[src/rtl/operand_fetcher_if.sv]
// Memory read port and fetch-result handshake shared by the operand fetcher,
// the memory bus mux and the CPU sequencer.
interface operand_fetcher_if #(
    parameter int unsigned ADDR_WIDTH = 16
);
    logic                  mem_req;
    logic [ADDR_WIDTH-1:0] mem_addr;
    logic                  mem_ack;
    logic [7:0]            mem_rdata;

    logic                  op_valid;
    logic                  op_ready;
    logic [7:0]            opcode;
    logic [3:0]            mode;
    logic [7:0]            imm;
    logic [ADDR_WIDTH-1:0] eff_addr;
    logic                  page_cross;

    modport master (
        output mem_req, mem_addr, op_valid, opcode, mode, imm, eff_addr, page_cross,
        input  mem_ack, mem_rdata, op_ready
    );

    modport slave (
        input  mem_req, mem_addr, op_valid, opcode, mode, imm, eff_addr, page_cross,
        output mem_ack, mem_rdata, op_ready
    );
endinterface

[src/rtl/operand_fetcher.sv]
// 6502 opcode/operand fetch unit: reads opcode, operands and indirect pointers, then
// presents a resolved address. OPERAND_FETCHER_JMP_BUG_EN enables the NMOS JMP (ind) page wrap.
module operand_fetcher #(
    parameter int unsigned           ADDR_WIDTH = 16,
    parameter logic [ADDR_WIDTH-1:0] START_PC   = 16'h8000
) (
    input  logic                  clk,
    input  logic                  reset_n,
    input  logic                  start,
    input  logic                  pc_load,
    input  logic [ADDR_WIDTH-1:0] pc_load_val,
    input  logic [7:0]            x_in,
    input  logic [7:0]            y_in,
    operand_fetcher_if.master     bus,
    output logic [ADDR_WIDTH-1:0] pc,
    output logic                  busy
);

    localparam logic [3:0] ModeImp  = 4'd0;
    localparam logic [3:0] ModeImm  = 4'd1;
    localparam logic [3:0] ModeZpg  = 4'd2;
    localparam logic [3:0] ModeZpgX = 4'd3;
    localparam logic [3:0] ModeZpgY = 4'd4;
    localparam logic [3:0] ModeAbs  = 4'd5;
    localparam logic [3:0] ModeAbsX = 4'd6;
    localparam logic [3:0] ModeAbsY = 4'd7;
    localparam logic [3:0] ModeXInd = 4'd8;
    localparam logic [3:0] ModeIndY = 4'd9;
    localparam logic [3:0] ModeRel  = 4'd10;
    localparam logic [3:0] ModeInd  = 4'd11;

    typedef enum logic [2:0] {
        StIdle, StOpc, StOp1, StOp2, StPtrLo, StPtrHi, StDone
    } state_e;

    state_e    state_q;
    logic [7:0]  op_lo_q;
    logic [7:0]  lo_q;
    logic [15:0] ptr_q;

    logic [3:0]            dec_mode;
    logic [1:0]            cc;
    logic [2:0]            bbb;
    logic [ADDR_WIDTH-1:0] pc_inc;
    logic [7:0]            zp_idx;
    logic                  op1_last;
    logic [7:0]            abs_idx;
    logic [8:0]            abs_lo;
    logic [15:0]           abs_sum;
    logic [15:0]           ind_hi_addr;
    logic [15:0]           ptr_hi_addr;
    logic [7:0]            ind_idx;
    logic [8:0]            ind_lo;
    logic [15:0]           ind_sum;
    logic [ADDR_WIDTH-1:0] rel_target;

    assign busy = (state_q != StIdle);

    always_comb begin
        cc       = bus.mem_rdata[1:0];
        bbb      = bus.mem_rdata[4:2];
        dec_mode = ModeImp;
        if (cc == 2'b01) begin
            case (bbb)
                3'd0:    dec_mode = ModeXInd;
                3'd1:    dec_mode = ModeZpg;
                3'd2:    dec_mode = ModeImm;
                3'd3:    dec_mode = ModeAbs;
                3'd4:    dec_mode = ModeIndY;
                3'd5:    dec_mode = ModeZpgX;
                3'd6:    dec_mode = ModeAbsY;
                default: dec_mode = ModeAbsX;
            endcase
        end else if (cc != 2'b11) begin
            case (bbb)
                3'd0: begin
                    if (bus.mem_rdata == 8'h20)  dec_mode = ModeAbs;
                    else if (bus.mem_rdata[7])   dec_mode = ModeImm;
                    else                         dec_mode = ModeImp;
                end
                3'd1:    dec_mode = ModeZpg;
                3'd3:    dec_mode = (bus.mem_rdata == 8'h6C) ? ModeInd : ModeAbs;
                3'd4:    dec_mode = (cc == 2'b00) ? ModeRel : ModeImp;
                3'd5:    dec_mode = (bus.mem_rdata == 8'h96 || bus.mem_rdata == 8'hB6) ?
                                    ModeZpgY : ModeZpgX;
                3'd7:    dec_mode = (bus.mem_rdata == 8'hBE) ? ModeAbsY : ModeAbsX;
                default: dec_mode = ModeImp;
            endcase
        end
    end

    always_comb begin
        pc_inc   = pc + ADDR_WIDTH'(1);
        zp_idx   = bus.mem_rdata + ((bus.mode == ModeZpgY) ? y_in : x_in);
        op1_last = (bus.mode == ModeImm) || (bus.mode == ModeZpg) || (bus.mode == ModeZpgX) ||
                   (bus.mode == ModeZpgY) || (bus.mode == ModeRel);
        rel_target = pc_inc + {{(ADDR_WIDTH-8){bus.mem_rdata[7]}}, bus.mem_rdata};

        abs_idx = (bus.mode == ModeAbsX) ? x_in : ((bus.mode == ModeAbsY) ? y_in : 8'h00);
        abs_lo  = {1'b0, op_lo_q} + {1'b0, abs_idx};
        abs_sum = {bus.mem_rdata, op_lo_q} + {8'h00, abs_idx};

`ifdef OPERAND_FETCHER_JMP_BUG_EN
        ind_hi_addr = {ptr_q[15:8], ptr_q[7:0] + 8'd1};
`else
        ind_hi_addr = ptr_q + 16'd1;
`endif
        // Zero-page pointers wrap inside page zero.
        ptr_hi_addr = (bus.mode == ModeInd) ? ind_hi_addr : {8'h00, ptr_q[7:0] + 8'd1};

        ind_idx = (bus.mode == ModeIndY) ? y_in : 8'h00;
        ind_lo  = {1'b0, lo_q} + {1'b0, ind_idx};
        ind_sum = {bus.mem_rdata, lo_q} + {8'h00, ind_idx};
    end

    always_ff @(posedge clk) begin
        if (!reset_n) begin
            state_q        <= StIdle;
            pc             <= START_PC;
            bus.mem_req    <= 1'b0;
            bus.mem_addr   <= '0;
            bus.op_valid   <= 1'b0;
            bus.opcode     <= 8'h00;
            bus.mode       <= ModeImp;
            bus.imm        <= 8'h00;
            bus.eff_addr   <= '0;
            bus.page_cross <= 1'b0;
            op_lo_q        <= 8'h00;
            lo_q           <= 8'h00;
            ptr_q          <= 16'h0000;
        end else begin
            case (state_q)
                StIdle: begin
                    if (pc_load) begin
                        pc <= pc_load_val;
                    end else if (start) begin
                        state_q      <= StOpc;
                        bus.mem_req  <= 1'b1;
                        bus.mem_addr <= pc;
                    end
                end
                StOpc: begin
                    if (bus.mem_ack) begin
                        pc             <= pc_inc;
                        bus.opcode     <= bus.mem_rdata;
                        bus.mode       <= dec_mode;
                        bus.imm        <= 8'h00;
                        bus.eff_addr   <= '0;
                        bus.page_cross <= 1'b0;
                        if (dec_mode == ModeImp) begin
                            state_q      <= StDone;
                            bus.mem_req  <= 1'b0;
                            bus.op_valid <= 1'b1;
                        end else begin
                            state_q      <= StOp1;
                            bus.mem_addr <= pc_inc;
                        end
                    end
                end
                StOp1: begin
                    if (bus.mem_ack) begin
                        pc <= pc_inc;
                        case (bus.mode)
                            ModeImm: bus.imm <= bus.mem_rdata;
                            ModeZpg: bus.eff_addr <= ADDR_WIDTH'(bus.mem_rdata);
                            ModeZpgX, ModeZpgY: bus.eff_addr <= ADDR_WIDTH'(zp_idx);
                            ModeRel: begin
                                bus.imm        <= bus.mem_rdata;
                                bus.eff_addr   <= rel_target;
                                bus.page_cross <= (rel_target[15:8] != pc_inc[15:8]);
                            end
                            ModeXInd: begin
                                state_q      <= StPtrLo;
                                ptr_q        <= {8'h00, zp_idx};
                                bus.mem_addr <= ADDR_WIDTH'(zp_idx);
                            end
                            ModeIndY: begin
                                state_q      <= StPtrLo;
                                ptr_q        <= {8'h00, bus.mem_rdata};
                                bus.mem_addr <= ADDR_WIDTH'(bus.mem_rdata);
                            end
                            default: begin
                                state_q      <= StOp2;
                                op_lo_q      <= bus.mem_rdata;
                                bus.mem_addr <= pc_inc;
                            end
                        endcase
                        if (op1_last) begin
                            state_q      <= StDone;
                            bus.mem_req  <= 1'b0;
                            bus.op_valid <= 1'b1;
                        end
                    end
                end
                StOp2: begin
                    if (bus.mem_ack) begin
                        pc <= pc_inc;
                        if (bus.mode == ModeInd) begin
                            state_q      <= StPtrLo;
                            ptr_q        <= {bus.mem_rdata, op_lo_q};
                            bus.mem_addr <= ADDR_WIDTH'({bus.mem_rdata, op_lo_q});
                        end else begin
                            state_q        <= StDone;
                            bus.mem_req    <= 1'b0;
                            bus.op_valid   <= 1'b1;
                            bus.eff_addr   <= ADDR_WIDTH'(abs_sum);
                            bus.page_cross <= abs_lo[8];
                        end
                    end
                end
                StPtrLo: begin
                    if (bus.mem_ack) begin
                        state_q      <= StPtrHi;
                        lo_q         <= bus.mem_rdata;
                        bus.mem_addr <= ADDR_WIDTH'(ptr_hi_addr);
                    end
                end
                StPtrHi: begin
                    if (bus.mem_ack) begin
                        state_q        <= StDone;
                        bus.mem_req    <= 1'b0;
                        bus.op_valid   <= 1'b1;
                        bus.eff_addr   <= ADDR_WIDTH'(ind_sum);
                        bus.page_cross <= ind_lo[8];
                    end
                end
                StDone: begin
                    if (bus.op_ready) begin
                        bus.op_valid <= 1'b0;
                        if (pc_load) begin
                            state_q <= StIdle;
                            pc      <= pc_load_val;
                        end else if (start) begin
                            state_q      <= StOpc;
                            bus.mem_req  <= 1'b1;
                            bus.mem_addr <= pc;
                        end else begin
                            state_q <= StIdle;
                        end
                    end
                end
                default: state_q <= StIdle;
            endcase
        end
    end

endmodule

[src/flat_wrapper.sv]
// flat-port wrapper written by rule: the top's interface ports become plain ports
module operand_fetcher_flat 
#(
    parameter int unsigned           ADDR_WIDTH = 16,
    parameter logic [ADDR_WIDTH-1:0] START_PC   = 16'h8000
)
  (clk, reset_n, start, pc_load, pc_load_val, x_in, y_in, pc, busy, bus_mem_req, bus_mem_addr, bus_op_valid, bus_opcode, bus_mode, bus_imm, bus_eff_addr, bus_page_cross, bus_mem_ack, bus_mem_rdata, bus_op_ready);
  operand_fetcher_if #(.ADDR_WIDTH(ADDR_WIDTH)) bus_i ();
  input  logic clk;
  input  logic reset_n;
  input  logic start;
  input  logic pc_load;
  input  logic [ADDR_WIDTH-1:0] pc_load_val;
  input  logic [7:0] x_in;
  input  logic [7:0] y_in;
  output logic [ADDR_WIDTH-1:0] pc;
  output logic busy;
  output wire logic [$bits(bus_i.mem_req)-1:0] bus_mem_req;
  output wire logic [$bits(bus_i.mem_addr)-1:0] bus_mem_addr;
  output wire logic [$bits(bus_i.op_valid)-1:0] bus_op_valid;
  output wire logic [$bits(bus_i.opcode)-1:0] bus_opcode;
  output wire logic [$bits(bus_i.mode)-1:0] bus_mode;
  output wire logic [$bits(bus_i.imm)-1:0] bus_imm;
  output wire logic [$bits(bus_i.eff_addr)-1:0] bus_eff_addr;
  output wire logic [$bits(bus_i.page_cross)-1:0] bus_page_cross;
  input wire logic [$bits(bus_i.mem_ack)-1:0] bus_mem_ack;
  input wire logic [$bits(bus_i.mem_rdata)-1:0] bus_mem_rdata;
  input wire logic [$bits(bus_i.op_ready)-1:0] bus_op_ready;
  assign bus_mem_req = bus_i.mem_req;
  assign bus_mem_addr = bus_i.mem_addr;
  assign bus_op_valid = bus_i.op_valid;
  assign bus_opcode = bus_i.opcode;
  assign bus_mode = bus_i.mode;
  assign bus_imm = bus_i.imm;
  assign bus_eff_addr = bus_i.eff_addr;
  assign bus_page_cross = bus_i.page_cross;
  assign bus_i.mem_ack = bus_mem_ack;
  assign bus_i.mem_rdata = bus_mem_rdata;
  assign bus_i.op_ready = bus_op_ready;
  operand_fetcher #(.ADDR_WIDTH(ADDR_WIDTH), .START_PC(START_PC)) u_core (.clk(clk), .reset_n(reset_n), .start(start), .pc_load(pc_load), .pc_load_val(pc_load_val), .x_in(x_in), .y_in(y_in), .bus(bus_i), .pc(pc), .busy(busy));
endmodule
[config.mk]
export PLATFORM = sky130hd
export DESIGN_NAME = operand_fetcher_flat
export DESIGN_NICKNAME = d
export VERILOG_FILES = /design/src/rtl/operand_fetcher_if.sv /design/src/rtl/operand_fetcher.sv /design/src/flat_wrapper.sv
export SDC_FILE = /design/constraint.sdc
export NUM_CORES = 1
export LEC_CHECK = 0
export ABC_AREA = 1
export BUFFER_PORTS_ARGS = -buffer_cell sky130_fd_sc_hd__buf_4
export CAP_MARGIN = 10
export CORE_MARGIN = 2
export CORE_UTILIZATION = 50
export DETAILED_ROUTE_END_ITERATION = 16
export HOLD_SLACK_MARGIN = 0.12
export PLACE_DENSITY = 0.74
export RECOVER_POWER = 25
export REMOVE_ABC_BUFFERS = 1
export SYNTH_ARGS = -nofsm -noshare
export SYNTH_HDL_FRONTEND = slang
export SYNTH_SLANG_ARGS = --single-unit
[constraint.sdc]
create_clock -name clk -period 2.8 [get_ports clk]
set_input_delay 0.28 -clock clk [delete_from_list [all_inputs] [get_ports clk]]
set_output_delay 0.28 -clock clk [all_outputs]
set_load 0.02 [all_outputs]
==> metrics, run 1 <==
status=complete, but fails checks; failing checks=setup timing; post-synthesis adder-cell area fraction=7.05%; HPWL Detailed=27,000 µm; Max Clock Freq=353 MHz; CTS buffer count=9; vias in the first global route=9,730; fin crit period=2.84 ns; n_diodes=0; GR Overflow Total=0; Pre-Repair DR Iteration Count=5; CP dominant cell by count=nand2_1; via/cell ratio=5.77; Starting Density=50.9%; first-pass GRT wire length=52,300 µm; Final WS setup=-0.0353 ns; Final Non-Filler Cells=1,920; Fillers=1,640; share of post-route cells with drive strength above 1=25.5%; Worst EP required=3.04 ns; Mapped Cells=1,437; synth warn=0; critical-path cell list=buf_6 > nand3_4 > inv_2 > nand2_2 > nor2_2 > xor2_1 > inv_2 > ha_4 > nand2_4 > buf_6 > nor2_4 > and2_4 > nand2_4 > nand2_4 > nand2_2 > nand3_2 > nand2_1 > nor2_1 > nand2_1 > o21bai_1 > nand2_1 > nand2_1 > a21oi_1; Nets=1,783; Slowest cell on crit path=dfxtp_2; register area share after synthesis=24.2%; Rel. slew slack=61.7%; main combinational cell family by area after synthesis=simple AND/OR/NAND/NOR gates; Synth Flop Type=dfxtp_1; dpl ws=-0.142 ns; initial antenna violation count=0; RSZ-0062 raised after global routing=true; Slowest Stage Delay on Critical Path=0.37 ns; Seq. cell area=0.00214 mm²; Worst-path clk slew=0.08 ns; Async S/R FF share, synth=0%; mux share of post-synthesis cell area=0%; simple-gate share of the synthesized area=34.8%; Area growth, synth to finish=33.6%; placed insts=1,878; VDD IR max=613 µV; Syn Area/Cell=6.10 µm²; gr usage total=36.5%; worst reg2reg path depth=23; Worst Path Arrival=3.08 ns; Leak=5.44 nW; compound-gate portion of the synthesized area=21.9%; Least-Margin Pin Slew=0.575 ns; crit start category=flip-flop; routed wire length=35,300 µm; Seq cells post-synth=106; CP Capture Type=flip-flop; number of synthesized flops with an enable pin=0; period utilization=101%; Rows=48; Core Area=0.0172 mm²; TritonCTS Sinks=106; clock skew=0.0115 ns; width of the die=136 µm; worst hold path type=in -> reg; Post-DRT Antenna Nets=0; Total Die Area=0.0186 mm²; worst skew pair latency=0.37 ns; endpoints failing setup=1; CP max FO=4; fin. max-slew vios=0; Max Cap Viol=0; Fin. Hold Viols=0; Clock Path Buffers=2; GPL Wtd Cong=1.01; H-Tree Depth=3; die height=136 µm; CTS Hold Bufs=0; WHS Path Cells=3; Synth Cell Area=0.00877 mm²; # DRC=0; XOR/XNOR Fraction of Synth Area=1.60%; multi-input logic area=0.00628 mm²; DRT iter0 DRCs=933; pin count of the biggest net entering global routing=57; WL/cell=18.4 µm; number of I/O port buffers=117; library cells used by synthesis=56; Clk Tree Root Cell=clkbuf_16; CTS tree=built; P per Cell Area=848 mW/mm²; routed vias=11,100; io pins=118; Worst Path Class, Setup=reg -> reg
critical path: cells and delay by family (launching register included):
family	cells	cell delay, ns
adder cells (fa/ha/maj)	1	0.31
flip-flops	1	0.37
XOR/XNOR	1	0.22
AO/OA/AOI/OAI	2	0.19
AND/OR/NAND/NOR	15	1.19
buffers and inverters	4	0.43
metal layers:
metal	track usage (%)	up-vias	share of wire [%]	wire length, µm
met5	0	-	0	0
met4	16.0	0	4.9	1740
met2	59.4	591	45	16000
met1	48.7	5060	41	14600
met3	4.40	109	8.4	2950
li1	-	5313	-	-
synthesized netlist by cell type, types with 2 or more instances:
master / number / share of area (%)
nor2_2: 9 / 0.64
dfxtp_1: 106 / 24
a22oi_1: 2 / 0.17
nor4_1: 2 / 0.14
a31oi_1: 13 / 0.93
buf_6: 5 / 0.64
xor2_1: 13 / 1.3
o211ai_1: 9 / 0.77
clkbuf_1: 22 / 0.94
fa_1: 4 / 0.91
xnor2_1: 3 / 0.30
buf_4: 2 / 0.17
o2111ai_1: 8 / 0.80
o21bai_1: 3 / 0.26
nor2_4: 6 / 0.77
ha_1: 43 / 6.1
nand4_1: 30 / 2.1
buf_1: 2 / 0.086
nor3_1: 15 / 0.86
a211oi_1: 5 / 0.43
nand2_1: 370 / 16
inv_2: 17 / 0.73
o21ai_1: 16 / 0.91
a221oi_1: 11 / 1.1
nand2_2: 2 / 0.14
o221ai_1: 5 / 0.50
a41oi_1: 3 / 0.30
clkinv_1: 4 / 0.17
inv_1: 156 / 6.7
and2_1: 5 / 0.36
o22ai_1: 4 / 0.29
nand3_1: 118 / 6.7
nor2_1: 127 / 5.4
buf_2: 18 / 1.0
o21ai_0: 120 / 6.9
or2_2: 7 / 0.50
a21oi_1: 133 / 7.6
report_power, final:
part / switching [mW] / internal, mW
Sequential: 0.313 / 1.87
Combinational: 3.99 / 2.42
Clock: 0.699 / 0.633
Total: 5.01 / 4.92
path summary, 6_finish.rpt:
path	start	to	slack, ns
hold / removal	start	u_core.bus.mem_req	0.20
setup / recovery	u_core.pc[1]	u_core.bus.page_cross	-0.04
setup reg to reg	u_core.pc[1]	u_core.bus.page_cross	-0.04
hold reg to reg	u_core.bus.mem_req	u_core.bus.mem_req	0.46
cell usage in the layout, fill, tap and decap left out, drive strengths merged, types with 2 or more instances in the layout:
cell type    n
xnor2        3
nor3        16
a21oi      133
nand2      373
o211ai       9
and2         5
a31oi       14
a22oi        2
inv        178
a41oi        3
o21ai      136
o21bai       3
o221ai       5
ha          43
nor3b        2
buf        249
or2          8
o2111ai      8
nand4       31
nor4         2
dfxtp      106
xor2        13
nand3      119
nor2       143
o22ai        5
a221oi      11
fa           4
a211oi       5
clkinv       7
clkbuf      51
what timing repair did:
item	4_1_cts	5_1_grt
hold endpoints to repair	0	0
setup endpoints to repair	12	17
resized for setup	42	113
pin swaps	7	45
setup buffers	6	20
flip-flops by register name, summed over array words and instances (netlist names):
register and cells:
u_core.bus.eff_addr 16, u_core.bus.mem_addr 16, u_core.pc 16, u_core.ptr_q 16
u_core.bus.imm 8, u_core.bus.opcode 8, u_core.lo_q 8, u_core.op_lo_q 8
u_core.bus.mode 4, u_core.state_q 3, u_core.bus.mem_req 1, u_core.bus.op_valid 1
u_core.bus.page_cross 1
metrics by stage:
| step | setup TNS (ns) | utilization [%] | power [mW] | area, µm² | hold slack [ns] |
|---|---|---|---|---|---|
| finish | -0.0353 | 67.9 | 9.93 | 11700 | 0.204 |
| detailed placement | -0.701 | 62.6 | 8.02 | 10800 | 0.436 |
| CTS | -0.00212 | 65.7 | 9.55 | 11300 | 0.200 |
| floorplan | -0.326 | - | 5.46 | 8510 | 0.359 |
| global route | -0.629 | 67.9 | 10.5 | 11700 | 0.206 |
| global placement | -0.634 | 62.6 | 7.97 | 10800 | 0.439 |
final cells by class:
cell class / instances / share of cell area, %
multi-input combinational: 1104 / 53.6
sequential: 106 / 18.3
clock inverter: 7 / 0.598
inverter: 178 / 5.73
clock buffer: 9 / 1.92
tap: 225 / 2.40
timing repair buffer: 291 / 17.4
cells by family after synthesis:
logic type / after synthesis
AND/OR/NAND/NOR: 700
AO/OA/AOI/OAI: 341
buffers and inverters: 227
flip-flops: 106
adder cells (fa/ha/maj): 47
XOR/XNOR: 16
Power figures use the tool's default switching activity.
==> inputs of run 2 (changes only) <==
--- a/config.mk
+++ b/config.mk
@@ -6,13 +6,13 @@
 export NUM_CORES = 1
 export LEC_CHECK = 0
 export ABC_AREA = 1
-export BUFFER_PORTS_ARGS = -buffer_cell sky130_fd_sc_hd__buf_4
 export CAP_MARGIN = 10
 export CORE_MARGIN = 2
 export CORE_UTILIZATION = 50
 export DETAILED_ROUTE_END_ITERATION = 16
+export DONT_BUFFER_PORTS = 1
 export HOLD_SLACK_MARGIN = 0.12
-export PLACE_DENSITY = 0.74
+export PLACE_DENSITY = 0.68
 export RECOVER_POWER = 25
 export REMOVE_ABC_BUFFERS = 1
 export SYNTH_ARGS = -nofsm -noshare
==> run 2 against run 1 <==
The flow now finishes without violations. Critical endpoint is now u_core.bus.mem_addr[6]. Design area decreased by 3.7%. Largest cell class unchanged. Via count decreased by 2.7%. Worst hold slack got worse by 0.079 ns. Combinational power decreased by 7.5%. Highest routed layer unchanged. Largest power group unchanged.
==> metrics, run 2 (synthesized netlist as in run 1, its figures left out) <==
Pre-Repair DR Iteration Count=6; Total Die Area=0.0186 mm²; n_diodes=0; multi-input logic area=0.00642 mm²; Core Area=0.0172 mm²; status=finished clean; Fillers=1,543; period utilization=98.6%; Worst Path Class, Setup=reg -> reg; width of the die=136 µm; Least-Margin Pin Slew=0.573 ns; initial antenna violation count=0; share of post-route cells with drive strength above 1=23.7%; Area growth, synth to finish=28.7%; total power=9.78 mW; Worst EP required=3.04 ns; CTS buffer count=9; HPWL Detailed=25,900 µm; Worst-path clk slew=0.09 ns; clock skew=0.0112 ns; P_int=4.86 mW; placed insts=1,763; RSZ-0062 raised after global routing=true; GPL Wtd Cong=0.976; Max Cap Viol=0; Leak=5.17 nW; via/cell ratio=5.94; Clock Path Buffers=2; CP max FO=9; die height=136 µm; gr usage total=36.5%; Worst Path Arrival=3.00 ns; fin crit period=2.76 ns; routed wire length=35,300 µm; Post-DRT Antenna Nets=0; fin. max-slew vios=0; most common cell after layout, fill and taps aside=nand2_1; H-Tree Depth=3; GR Overflow Total=0; Final WS setup=0.0388 ns; TritonCTS Sinks=106; endpoints failing setup=0; vias in the first global route=9,741; Sw Share=50.3%; combinational share of power=60.7%; CP Capture Type=flip-flop; Clk Tree Root Cell=clkbuf_16; sequential power share=24.9%; Max Clock Freq=362 MHz; Rows=48; CTS tree=built; VDD IR max=538 µV; sw power=4.92 mW; flop2flop setup slack=0.04 ns; dpl ws=-0.241 ns; DP Area=0.00992 mm²; pin count of the biggest net entering global routing=56; # DRC=0; routed vias=10,800; final instance area=0.0113 mm²; WL/cell=19.5 µm; Final Non-Filler Cells=1,813; worst hold path type=in -> reg; most frequent cells in the layout=332 x nand2_1, 167 x buf_4, 147 x inv_1, 123 x a21oi_1, 111 x nor2_1; Seq. cell area=0.00215 mm²; first-pass GRT wire length=51,900 µm; Rel. slew slack=61.7%; crit start category=flip-flop; Clock Power Share=14.3%; Starting Density=50.9%; number of I/O port buffers=0; DRT iter0 DRCs=1,002; Final Core Density=65.4%; Nets=1,676; io pins=118; Fin. Hold Viols=0; worst skew pair latency=0.38 ns; P per Cell Area=867 mW/mm²
-- run 2: critical path: stages, from the launching register on --
cell and delay, ns:
dfxtp_2 0.35, inv_2 0.06, nor2_4 0.17, buf_6 0.14, nand2_8 0.08, buf_6 0.15
nand2_2 0.06, o21ai_2 0.06, ha_1 0.35, a21oi_2 0.19, nand2_2 0.07, nand2_2 0.07
a21oi_2 0.06, o21bai_1 0.20, nand2_1 0.15, o21ai_1 0.19, nand4_1 0.13, nand2_1 0.09
a21oi_1 0.06
-- run 2: path summary, 6_finish.rpt --
| path | from | to | depth (start not counted) |
|---|---|---|---|
| worst max-delay path | u_core.bus.mode[2] | u_core.bus.mem_addr[6] | 18 |
| worst min-delay path | pc_load_val[6] | u_core.pc[6] | 2 |
| worst max register to register | u_core.bus.mode[2] | u_core.bus.mem_addr[6] | 18 |
| worst min register to register | u_core.lo_q[6] | u_core.lo_q[6] | 2 |
-- run 2: power by group through the flow --
stage	clock network (mW)	registers, mW	logic [mW]
after floorplan	0	2.46	3.00
after global placement	0	2.41	5.09
after detailed placement	0	2.41	5.15
after CTS	1.42	2.40	5.29
after global routing	1.47	2.48	6.41
final	1.40	2.44	5.94
-- run 2: layer usage --
layer | track usage, % | wire length, µm | share of wire [%]
met1 | 45.8 | 14100 | 40
met5 | 0 | 0 | 0
met4 | 19.8 | 2170 | 6.1
met2 | 57.8 | 15600 | 44
met3 | 8.61 | 3420 | 9.7
-- run 2: stage by stage --
stage	hold slack [ns]	setup TNS [ns]
finish	0.125	0
global route	0.124	-0.750
CTS	0.125	0
detailed placement	0.372	-1.72
global placement	0.368	-1.15
floorplan	0.359	-0.326
-- run 2: timing repair --
action / in CTS / in global routing
pin swaps: 9 / 57
endpoints found under the hold margin: 68 / 0
setup endpoints to repair: 13 / 21
gates cloned: 0 / 0
buffers inserted: 1 / 19
gates resized for setup: 44 / 148
hold buffers: 14 / 0
-- run 2: cell type report --
cell class | instances | share of cell area [%]
clock buffers | 9 | 2.00
clock inverters | 7 | 0.821
inverters | 178 | 5.95
multi-input cells | 1104 | 56.9
flip-flops and latches | 106 | 19.1
well taps | 225 | 2.50
repair buffers | 184 | 12.7
